File: src/rtl/bcd_display_driver.sv
// Binary-to-BCD converter (iterative double-dabble) feeding an 8-digit
// multiplexed 7-segment display showing hh.mm.ss on the lower six digits.
module bcd_display_driver #(
    parameter int REFRESH_DIV = 100_000,
    parameter int REFRESH_W   = $clog2(REFRESH_DIV)
) (
    input  logic        clk,
    input  logic        rst,
    input  logic [23:0] number,
    output logic [23:0] digits,
    output logic        digits_valid,
    output logic [7:0]  an,
    output logic [6:0]  seg,
    output logic        dp
);

    typedef enum logic [1:0] {
        IDLE  = 2'd0,
        SHIFT = 2'd1,
        DONE  = 2'd2
    } state_t;

    state_t      state_q, state_d;
    logic [23:0] shreg_q, shreg_d;
    logic [23:0] bcd_q, bcd_d;
    logic [4:0]  bitcnt_q, bitcnt_d;
    logic        sat_q, sat_d;
    logic [23:0] digits_q, digits_d;
    logic        valid_q, valid_d;

    logic [REFRESH_W-1:0] rc_q, rc_d;
    logic [2:0]           idx_q, idx_d;
    logic [7:0]           an_q, an_d;
    logic [6:0]           seg_q, seg_d;
    logic                 dp_q, dp_d;

    logic [23:0] bcd_adj;
    logic [31:0] dig_ext;
    logic [3:0]  nib;

    function automatic logic [23:0] add3(input logic [23:0] b);
        logic [23:0] r;
        r = b;
        for (int i = 0; i < 6; i++) begin
            if (b[4*i +: 4] >= 4'd5) begin
                r[4*i +: 4] = b[4*i +: 4] + 4'd3;
            end
        end
        return r;
    endfunction

    function automatic logic [6:0] decode(input logic [3:0] n);
        logic [6:0] s;
        unique case (n)
            4'd0:    s = 7'b1000000;
            4'd1:    s = 7'b1111001;
            4'd2:    s = 7'b0100100;
            4'd3:    s = 7'b0110000;
            4'd4:    s = 7'b0011001;
            4'd5:    s = 7'b0010010;
            4'd6:    s = 7'b0000010;
            4'd7:    s = 7'b1111000;
            4'd8:    s = 7'b0000000;
            4'd9:    s = 7'b0010000;
            default: s = 7'b0111111;
        endcase
        return s;
    endfunction

    // Conversion FSM: state register
    always_ff @(posedge clk) begin
        if (rst) begin
            state_q <= IDLE;
        end else begin
            state_q <= state_d;
        end
    end

    always_comb begin
        state_d = state_q;
        unique case (state_q)
            IDLE:    state_d = SHIFT;
            SHIFT:   state_d = (bitcnt_q == 5'd0) ? DONE : SHIFT;
            DONE:    state_d = IDLE;
            default: state_d = IDLE;
        endcase
    end

    assign bcd_adj = add3(bcd_q);

    always_comb begin
        shreg_d  = shreg_q;
        bcd_d    = bcd_q;
        bitcnt_d = bitcnt_q;
        sat_d    = sat_q;
        digits_d = digits_q;
        valid_d  = 1'b0;
        unique case (state_q)
            IDLE: begin
                shreg_d  = number;
                bcd_d    = 24'h0;
                bitcnt_d = 5'd23;
                sat_d    = (number > 24'd999_999);
            end
            SHIFT: begin
                {bcd_d, shreg_d} = {bcd_adj[22:0], shreg_q, 1'b0};
                bitcnt_d = bitcnt_q - 5'd1;
            end
            DONE: begin
                digits_d = sat_q ? 24'h999999 : bcd_q;
                valid_d  = 1'b1;
            end
            default: ;
        endcase
    end

    always_ff @(posedge clk) begin
        if (rst) begin
            shreg_q  <= '0;
            bcd_q    <= '0;
            bitcnt_q <= '0;
            sat_q    <= 1'b0;
            digits_q <= '0;
            valid_q  <= 1'b0;
        end else begin
            shreg_q  <= shreg_d;
            bcd_q    <= bcd_d;
            bitcnt_q <= bitcnt_d;
            sat_q    <= sat_d;
            digits_q <= digits_d;
            valid_q  <= valid_d;
        end
    end

    // Display scan always reads the last completed digits
    assign dig_ext = {8'h00, digits_q};
    assign nib     = dig_ext[{idx_q, 2'b00} +: 4];

    always_comb begin
        rc_d  = rc_q + REFRESH_W'(1);
        idx_d = idx_q;
        if (rc_q == REFRESH_W'(REFRESH_DIV - 1)) begin
            rc_d  = '0;
            idx_d = idx_q + 3'd1;
        end
        if (idx_q < 3'd6) begin
            an_d  = ~(8'b1 << idx_q);
            seg_d = decode(nib);
            dp_d  = ~((idx_q == 3'd2) || (idx_q == 3'd4));
        end else begin
            an_d  = 8'hFF;
            seg_d = 7'h7F;
            dp_d  = 1'b1;
        end
    end

    always_ff @(posedge clk) begin
        if (rst) begin
            rc_q  <= '0;
            idx_q <= '0;
            an_q  <= 8'hFF;
            seg_q <= 7'h7F;
            dp_q  <= 1'b1;
        end else begin
            rc_q  <= rc_d;
            idx_q <= idx_d;
            an_q  <= an_d;
            seg_q <= seg_d;
            dp_q  <= dp_d;
        end
    end

    assign digits       = digits_q;
    assign digits_valid = valid_q;
    assign an           = an_q;
    assign seg          = seg_q;
    assign dp           = dp_q;

endmodule

File: config.mk
export PLATFORM = sky130hd
export DESIGN_NAME = bcd_display_driver
export DESIGN_NICKNAME = d
export VERILOG_FILES = /design/src/rtl/bcd_display_driver.sv
export SDC_FILE = /design/constraint.sdc
export NUM_CORES = 1
export LEC_CHECK = 0
export CAP_MARGIN = 20
export CORE_ASPECT_RATIO = 1.1
export CORE_MARGIN = 1.5
export CORE_UTILIZATION = 40
export DETAILED_ROUTE_END_ITERATION = 8
export PLACE_DENSITY = 0.6
export SYNTH_ARGS = -nofsm -noshare
export SYNTH_HDL_FRONTEND = slang
export SYNTH_SLANG_ARGS = --single-unit
File: constraint.sdc
create_clock -name clk -period 1.65 [get_ports clk]
set_input_delay 0.33 -clock clk [delete_from_list [all_inputs] [get_ports clk]]
set_output_delay 0.33 -clock clk [all_outputs]
set_load 0.02 [all_outputs]
* Word level (Yosys, flattened, before mapping)
Memory sizes are Yosys's and may differ from the RTL's. A register that Yosys moved wholly into a read port is not among the register bits. Cells that the tools add are included.
Storage, ports and cells: memories 1, output and inout port bits 41, logic and storage cells 58, bits in read-only memories 112, register bits 110, bits of input ports 26
Cells by class: add/subtract/negate cells 9, muxes and demuxes 13, reduce and logical (&&, ||, !) cells 6, bitwise logic cells 3, eq/ne operators 5, shift operators 2, magnitude comparators 8
Memories:
- (name not given) | depth 16, bits a word 7, rd ports 1, clocked after memory_dff 1, write ports 0, RTL line 54 | unique case (n)
Operators by type and width (number):
- 24-bit one-hot mux with 2 select lines | 2
- 32-bit by 6-bit variable part select with 4-bit output | 1
- 4-bit by 3-bit greater-or-equal comparator with 1-bit output, second input constant | 6
- 24-bit by 20-bit > comparator with 1-bit output, second input constant | 1
- 24-bit two-way mux | 1
- 4-bit by 2-bit adder with 4-bit output, second input constant | 5
- 4-bit two-way mux | 5
- 17-bit by 1-bit adder with 17-bit output, second input constant | 1
- 17-bit == test, second input constant | 1
- 5-bit one-hot mux with 2 select lines | 1
- 8-bit inverter | 1
- 1-bit by 3-bit << shifter with 8-bit output, first input constant | 1
- 5-bit zero test | 1
- 5-bit by 1-bit subtractor with 5-bit output, second input constant | 1
- 2-bit one-hot mux with 2 select lines | 1
- 2-bit OR reduction | 2
- 3-bit by 1-bit adder with 3-bit output, second input constant | 1
- 3-bit by 2-bit adder with 3-bit output, second input constant | 1
- 3-bit by 2-bit == test with 1-bit output, second input constant | 1
- 3-bit == test, second input constant | 1
- 3-bit < comparator, second input constant | 1
- 3-bit two-way mux | 1
- 2-bit by 1-bit == test with 1-bit output, second input constant | 1
- 2-bit == test, second input constant | 1
- other kinds (6) | 7

* Longest topological paths before layout
Gate-level depths: netlist (run 1).
word-level depth 3, mapped depth 8, depth with buffers taken out 7

* Least setup slack after synthesis (run 1)
No wires, ideal clock.
path type flip-flop to flip-flop, start register idx_q[1], end register seg_q[0] (netlist: seg[0]), setup slack -117 ps, stages on the path, launching flop included 8, period minus slack after synthesis 1767 ps, buffers on the path 1, setup time 137 ps, arrival time 1630 ps, required time 1513 ps, cell sequence dfxtp_1 buf_6 mux2_2 a31oi_1 inv_1 ha_1 mux2i_1 a32oi_1
Between the ends: word-level cells in the longest chain between the ends 3, elaborated cells on any way between the ends 4, those cells by class order compare: 1; shift: 1; bitwise: 1; reduce/logical: 1
Ends and longest elaborated chain:
- start: declaration | RTL line 32 | logic [2:0] idx_q, idx_d;
- start signal: assignment | RTL line 166 | idx_q <= idx_d;
- branches (longest 3 deep; another with 32-bit by 6-bit variable part select with 4-bit output)
- end: declaration | RTL line 34 | logic [6:0] seg_q, seg_d;
Several ways; the timed one is not identified. A chain may end at the register's enable or synchronous reset.

* Final worst setup path (run 1)
start register idx_q[1], end register seg_q[5] (netlist: seg[5])
The elaborated chain is that of the path after synthesis.

==> results of run 1 <==
final timing paths:
path | startpoint | end | slack, ns | cells after the start
worst max-delay path | idx_q[1] | seg[5] | -0.01 | 6
worst min-delay path | rst | idx_q[0] | 0.23 | 2
worst max register to register | idx_q[1] | seg[5] | -0.01 | 6
worst min register to register | bitcnt_q[4] | state_q[1] | 0.46 | 1
layer usage:
metal | up-vias | part of all wire [%] | global-route usage (%) | wire, um
li1 | 2287 | - | - | -
met5 | - | 0 | 0 | 0
met2 | 85 | 47 | 28.2 | 5670
met1 | 2095 | 47 | 22.4 | 5760
met3 | 23 | 3.8 | 4.23 | 456
met4 | 0 | 2.1 | 8.01 | 251
worst reg2reg max path, stage by stage, from the launching register on:
cell	delay, ns
sky130_fd_sc_hd__dfxtp_4	0.39
sky130_fd_sc_hd__buf_6	0.13
sky130_fd_sc_hd__mux2i_1	0.24
sky130_fd_sc_hd__nor3_2	0.07
sky130_fd_sc_hd__or2_4	0.31
sky130_fd_sc_hd__mux2_4	0.32
sky130_fd_sc_hd__a32oi_2	0.13
synthesized netlist by cell type (all sizes together), types with 2 or more instances:
cell type / n / area, sq um
nor3: 31 / 160
dfxtp: 117 / 2340
nor4b: 2 / 17.5
xor2: 9 / 78.8
and2: 2 / 12.5
nor2: 116 / 435
xnor2: 18 / 158
nand3: 17 / 85.1
nor3b: 6 / 45.0
o22ai: 2 / 12.5
nand3b: 6 / 45.0
a21o: 6 / 45.0
nand2b: 11 / 68.8
a21oi: 50 / 262
nand4: 2 / 12.5
or3: 9 / 56.3
nand2: 26 / 97.6
inv: 23 / 86.3
ha: 25 / 313
o21ai: 13 / 65.1
a22oi: 13 / 97.6
mux2: 4 / 48.8
clkbuf: 26 / 97.6
a31oi: 2 / 12.5
buf: 13 / 81.3
a32oi: 9 / 86.3
and3: 4 / 25.0
nor4: 3 / 18.8
nor2b: 2 / 12.5
mux2i: 40 / 400
timing repair:
action / CTS / global route
setup buffers: 6 / 1
endpoints found under the setup margin: 43 / 32
endpoints found under the hold margin: 0 / 0
pin swaps: 9 / 4
resized for setup: 53 / 18
kinds of logic after synthesis:
kind of cell / count (synthesis)
and+or+nand+nor: 240
DFF: 117
AOI/OAI and AO/OA: 103
buffers and inverters: 62
muxes: 45
xor gates and xnor gates: 27
adders and majority gates: 25
stage by stage:
stage	instances	setup TNS [ns]	cell area [sq um]	power, uW	util [%]
floorplan	619	0	5420	3450	-
global placement	836	-0.0203	6390	3670	48.6
detailed placement	836	-0.390	6390	3690	48.6
CTS	873	-0.0717	6980	7050	53.0
global route	873	-0.499	7060	7270	53.7
finish	873	-0.0217	7060	6980	53.7
cell type report:
| class | instances | share of cell area, % |
|---|---|---|
| Clock buffer | 29 | 7.52 |
| Clock inverter | 3 | 0.213 |
| Inverter | 23 | 1.28 |
| Multi-Input combinational cell | 440 | 41.3 |
| Sequential cell | 117 | 33.3 |
| Tap cell | 161 | 2.85 |
| Timing Repair Buffer | 100 | 13.6 |
flip-flops by register name (all words and copies together) (netlist names):
name and count:
an 8, bcd_q 24, bitcnt_q 5, digits 24
digits_valid 1, dp 1, idx_q 3, rc_q 17
sat_q 1, seg 7, shreg_q 24, state_q 2
power groups by stage:
stage / logic (uW) / clock network [uW] / registers [uW]
after floorplan: 390 / 0 / 3060
after global routing: 680 / 3560 / 3030
after CTS: 611 / 3420 / 3010
after global placement: 602 / 0 / 3070
after detailed placement: 617 / 0 / 3070
final: 614 / 3350 / 3020
==> flow_summary.rst, run 1 <==
.. list-table::
   :header-rows: 1

   * - Metric
     - Value
   * - Result of the run
     - finished with violations
   * - Failing checks
     - negative setup slack
   * - Yosys warns
     - 0
   * - Final period utilization
     - 101%
   * - Critical Path Max Stage Delay
     - 0.39 ns
   * - Finish-stage setup viols
     - 2
   * - CP max FO
     - 7
   * - Startpoint class of the critical path
     - register
   * - Sequential Area
     - 2350 sq um
   * - Final Max Tran Viols
     - 0
   * - Leading cell type in the layout, fill and taps excluded
     - sky130_fd_sc_hd__nor2_1
   * - Worst setup margin
     - -0.0144 ns
   * - Initial Util
     - 41.0%
   * - Largest net degree at the start of global routing
     - 55
   * - Net count reported at finish
     - 750
   * - Mux contribution to synthesized area
     - 8.74%
   * - Layout-stage area growth over the synthesis result
     - 30.8%
   * - Switching power
     - 1610 uW
   * - Setup repair after global routing missed its margin
     - yes
   * - Standard cell with the maximum stage delay on the critical path
     - sky130_fd_sc_hd__dfxtp_4
   * - Largest delay share family, worst path
     - multiplexers
   * - Synth Area in XOR/XNOR
     - 4.38%
   * - Worst skew pair latency
     - 0.41 ns
   * - Post-layout min period
     - 1.66 ns
   * - Post-synth net total
     - 670
   * - Overall die height
     - 125 um
   * - Max Freq
     - 601 MHz
   * - Number of top-level pins
     - 67
   * - Static leakage
     - 0.00290 uW
   * - Number of buffers inserted for hold repair after clock tree synthesis
     - 0
   * - Rel. slew slack
     - 45.8%
   * - Detailed Place HPWL
     - 8210 um
   * - Global routing usage summed across all routing layers
     - 17.7%
   * - Number of unique standard cell types used by synthesis
     - 48
   * - Data arrival time of the critical path
     - 2.00 ns
   * - Number of storage elements in the synthesis netlist
     - 117
   * - Netlist area before placement
     - 5400 sq um
   * - Die Width
     - 114 um
   * - Max clock buf depth
     - 2
   * - Final hold violation count
     - 0
   * - Total congestion overflow after global routing
     - 0
   * - Actual transition at the worst max-transition pin
     - 0.812 ns
   * - Final antenna-violating net count
     - 0
   * - Mean cell area of the mapped netlist
     - 8.72 sq um
   * - Routed WL
     - 12,100 um
   * - Synthesized instance count
     - 619
   * - Design internal power
     - 5370 uW
   * - Sinks on the clock net
     - 117
   * - Footprint of the multi-input gates
     - 2910 sq um
   * - Combinational family with the most area after synthesis
     - simple AND/OR/NAND/NOR gates
   * - Number of levels the H-tree was split into
     - 4
   * - First-pass GRT wire length
     - 20,300 um
   * - Worst Skew
     - 0.00525 ns
   * - Most used DFF post-synth
     - sky130_fd_sc_hd__dfxtp_1
   * - Iteration-0 DRC count of the detailed router
     - 224
   * - Clock-pin slew of the registers on the worst-case setup and hold paths
     - 0.05 ns
   * - Placer's final routability congestion estimate
     - 0.825
   * - Crit-path cells
     - buf_6 > mux2i_1 > nor3_2 > or2_4 > mux2_4 > a32oi_2
   * - Share of total power in the clock network
     - 48.0%
   * - Post-route worst hold slack
     - 0.233 ns
   * - Maximum VDD drop
     - 619 uV
   * - Clock root buffer
     - sky130_fd_sc_hd__clkbuf_16
   * - Mean routed wirelength per cell
     - 13.9 um
   * - Number of buffers created by CTS
     - 17
   * - Area share of fa/ha/maj cells after synthesis
     - 5.80%
   * - CTS tree
     - done
   * - Sort of element at the end of the critical path
     - register
   * - Bufs and invs on worst path
     - 1
   * - Power Density
     - 988 nW/um^2
   * - Vias per cell
     - 5.14
   * - Hold Path Class
     - primary input to register
   * - Async set or reset register ratio after synthesis
     - 0%
   * - Vias
     - 4,490
   * - Area fraction in compound gates after synthesis
     - 12.0%
   * - Ant diodes
     - 0
   * - Number of enable-type register cells in the synthesized netlist
     - 0
   * - Number of search-and-repair iterations in the first detailed-routing pass
     - 4
   * - Die area
     - 14,200 sq um
   * - Comb pwr share
     - 8.8%
   * - Number of placement rows
     - 44
   * - Fraction of power consumed by sequential logic
     - 43.2%
   * - Total of fill cells in the finished design
     - 1,224
   * - Layout cells sized above 1
     - 13.3%
   * - Commonest cells after routing, fill and taps aside
     - sky130_fd_sc_hd__nor2_1, sky130_fd_sc_hd__dfxtp_1, sky130_fd_sc_hd__a21oi_1
   * - Register area share after synthesis
     - 43.4%
   * - DRC viols
     - 0
   * - Net Sw Frac
     - 23.0%
   * - Floorplan core area
     - 13,200 sq um
   * - Critical path start-end classification
     - register to register
   * - Number of global-route vias before repair
     - 4,298
   * - Number of antenna violations at the first check in global routing
     - 0
   * - Crit path required time
     - 1.98 ns
   * - Total of max-cap violations
     - 0
   * - Worst slack at placement
     - -0.100 ns
   * - Fraction of the mapped netlist area in simple logic gates
     - 20.7%
   * - I/O Buffers
     - 66
(Power assumes the default switching activity.)
==> run 2: changes to the inputs <==
--- a/config.mk
+++ b/config.mk
@@ -10,7 +10,6 @@
 export CORE_MARGIN = 1.5
 export CORE_UTILIZATION = 40
 export DETAILED_ROUTE_END_ITERATION = 8
-export PLACE_DENSITY = 0.6
 export SYNTH_ARGS = -nofsm -noshare
 export SYNTH_HDL_FRONTEND = slang
 export SYNTH_SLANG_ARGS = --single-unit
==> results of run 2 <==
Same layout as run 1: the final DEF is identical, and so are final timing and power.
==> patch (flow settings as in run 2) <==
Change the parameter `REFRESH_DIV` from 100_000 to 200_000.
--- a/src/rtl/bcd_display_driver.sv
+++ b/src/rtl/bcd_display_driver.sv
@@ -1,7 +1,7 @@
 // Binary-to-BCD converter (iterative double-dabble) feeding an 8-digit
 // multiplexed 7-segment display showing hh.mm.ss on the lower six digits.
 module bcd_display_driver #(
-    parameter int REFRESH_DIV = 100_000,
+    parameter int REFRESH_DIV = 200_000,
     parameter int REFRESH_W   = $clog2(REFRESH_DIV)
 ) (
     input  logic        clk,
Check against the original RTL: same outputs for any inputs over 10 cycles, from zero or initial values and one cycle with rst high; that may be too few to reach the edited logic, so the function may still have changed.
==> patch against run 2 <==
The run still ends with setup timing left. Worst setup slack improved by 0.0013 ns. Final area rose by 1.0%. Count of clock-buffer cells in the layout fell by 1. Total power shrank 0.35%. Largest cell class unchanged. Routed wire length is 1.1% lower. Largest power group unchanged. Sequential cell count is 1 higher. Synthesized area grew 1.5%.
==> patch: results (changes against run 2) <==
stage	metric	value	unit	change
run_status	run status	complete, but fails checks		
run_status	failing checks	setup timing		
global_routing	met3 Use GR	3.85	%	-0.38 points
yosys	syn_nets	677		+1.0%
global_routing	vias in the first global route	4435		+3.2%
power	P_leak	0.00293	uW	+1.0%
sta	skew final	0.00629	ns	+0.00104 ns
placed_design	Placed Area	0.00649	mm^2	+1.6%
power	sw frac	22.6	%	-0.44 points
global_routing	gr usage total	17.4	%	-0.25 points
yosys	post-synthesis sequential area ratio	43.1	%	-0.28 points
placed_design	GP Congestion	0.781		-5.3%
power	Worst VDD drop	0.606	mV	-2.1%
sta	final setup TNS	-0.0226	ns	-0.000885 ns
global_routing	antenna violations before repair	0		unchanged
yosys	Top FF cell, synth	dfxtp_1		
placed_design	Buffers on Ports	66		unchanged
critical_path	Register-to-Register Path Depth	8		+2
route	routed via count	4575		+1.9%
worst_hold_path	hold path cells	3		+1
clock_network	Reg clk slew, reported paths	0.05	ns	about the same
sta	WHS	0.247	ns	+0.0137 ns
route	met1 WL	5.61	mm	-2.6%
critical_path	Crit Path Max Fanout	6		-1
placed_design	Post-DP HPWL	8.43	mm	+2.7%
cells_and_area	final net count	759		+1.2%
yosys	ranking of synthesized cells by area	dfxtp_1 43%, nor2_1 8.0%, mux2i_1 7.3%		
global_routing	first-pass GRT wire length	20.3	mm	about the same
route	met3 wire len	468	um	+2.6%
clock_network	clk buf depth	2		unchanged
global_routing	GR met2 Demand/Resource	28.7	%	+0.43 points
route	met2 wire length	5.74	mm	+1.1%
sta	post-route setup slack	-0.0131	ns	+0.00130 ns
route	vias per inst	5.06		-1.6%
critical_path	CP Capture Point	seg[3]		
placed_design	worst slack, placed	-0.0459	ns	+0.0542 ns
yosys	Avg Inst Size Synth	8.75	um^2	+0.37%
yosys	Synth top cells by count	118 x dfxtp_1, 116 x nor2_1, 49 x a21oi_1		
worst_hold_path	Hold EP	an[3]		
placed_design	Placed Cells	869		+3.9%
cells_and_area	antenna cell count	0		unchanged
cells_and_area	layout cells sized above 1	13.5	%	+0.13 points
yosys	Yosys cell types	51		+6.3%
critical_path	worst path arrival time	1.94	ns	-0.06 ns
route	Routed WL per cell	13.3	um	-4.5%
global_routing	grt met1 use	22.0	%	-0.44 points
clock_network	Clock Latency Late Sink	0.41	ns	about the same
route	drt initial violations	196		-13%
clock_network	Root Driver	clkbuf_16		
sta	Worst Max-Slew Pin Slew	0.848	ns	+0.0362 ns
sta	count of final setup violators	2		unchanged
global_routing	largest net degree at the start of global routing	70		+27%
## patch: cell count changes after synthesis, moves of 3 or more
cell	before	now
and3_1	4	1
nand3_1	17	11
and4_1	0	4
buf_2	8	5
nand4_1	2	5
nand2_1	26	31
## patch: area by class of cell
| cell class | count | area [um^2] |
|---|---|---|
| Clock inverter | 3 | 15.0 |
| Inverter | 23 | 86.3 |
| Sequential cell | 118 | 2370 |
| Fill cell | 1262 | 6140 |
| Multi-Input combinational cell | 446 | 2940 |
| Timing Repair Buffer | 102 | 956 |
| Clock buffer | 28 | 527 |
| Tap cell | 184 | 230 |
## patch: kinds of logic after synthesis
kind of cell	Yosys count	share of synthesized area [%]
AO/OA/AOI/OAI	103	11.8
XOR/XNOR	28	4.48
adder cells (fa/ha/maj)	25	5.71
buffers and inverters	62	4.98
flip-flops	118	43.1
multiplexers	45	8.61
AND/OR/NAND/NOR	245	21.2
## patch: power groups by stage
stage | Sequential [uW] | Clock, uW | Combinational (uW)
6_report | 3030 | 3300 | 617
5_1_grt | 3040 | 3510 | 685
4_1_cts | 3030 | 3390 | 617
3_5_place_dp | 3090 | 0 | 627
3_3_place_gp | 3090 | 0 | 614
2_1_floorplan | 3090 | 0 | 392
## patch: worst max-delay path, stage by stage, from the launching register on
cell and delay, ns:
dfxtp_4 0.39, buf_6 0.13, mux2i_2 0.21, o22ai_2 0.13, a31oi_4 0.20, inv_2 0.08, ha_4 0.16, mux2i_2 0.16
a32oi_1 0.07
## patch: what timing repair did
| action | 4_1_cts | 5_1_grt |
|---|---|---|
| hold buffers | 0 | 0 |
| setup buffers | 0 | 4 |
| hold endpoints to repair | 0 | 0 |
| endpoints found under the setup margin | 43 | 32 |
| pin swaps | 0 | 7 |
| resized for setup | 38 | 28 |
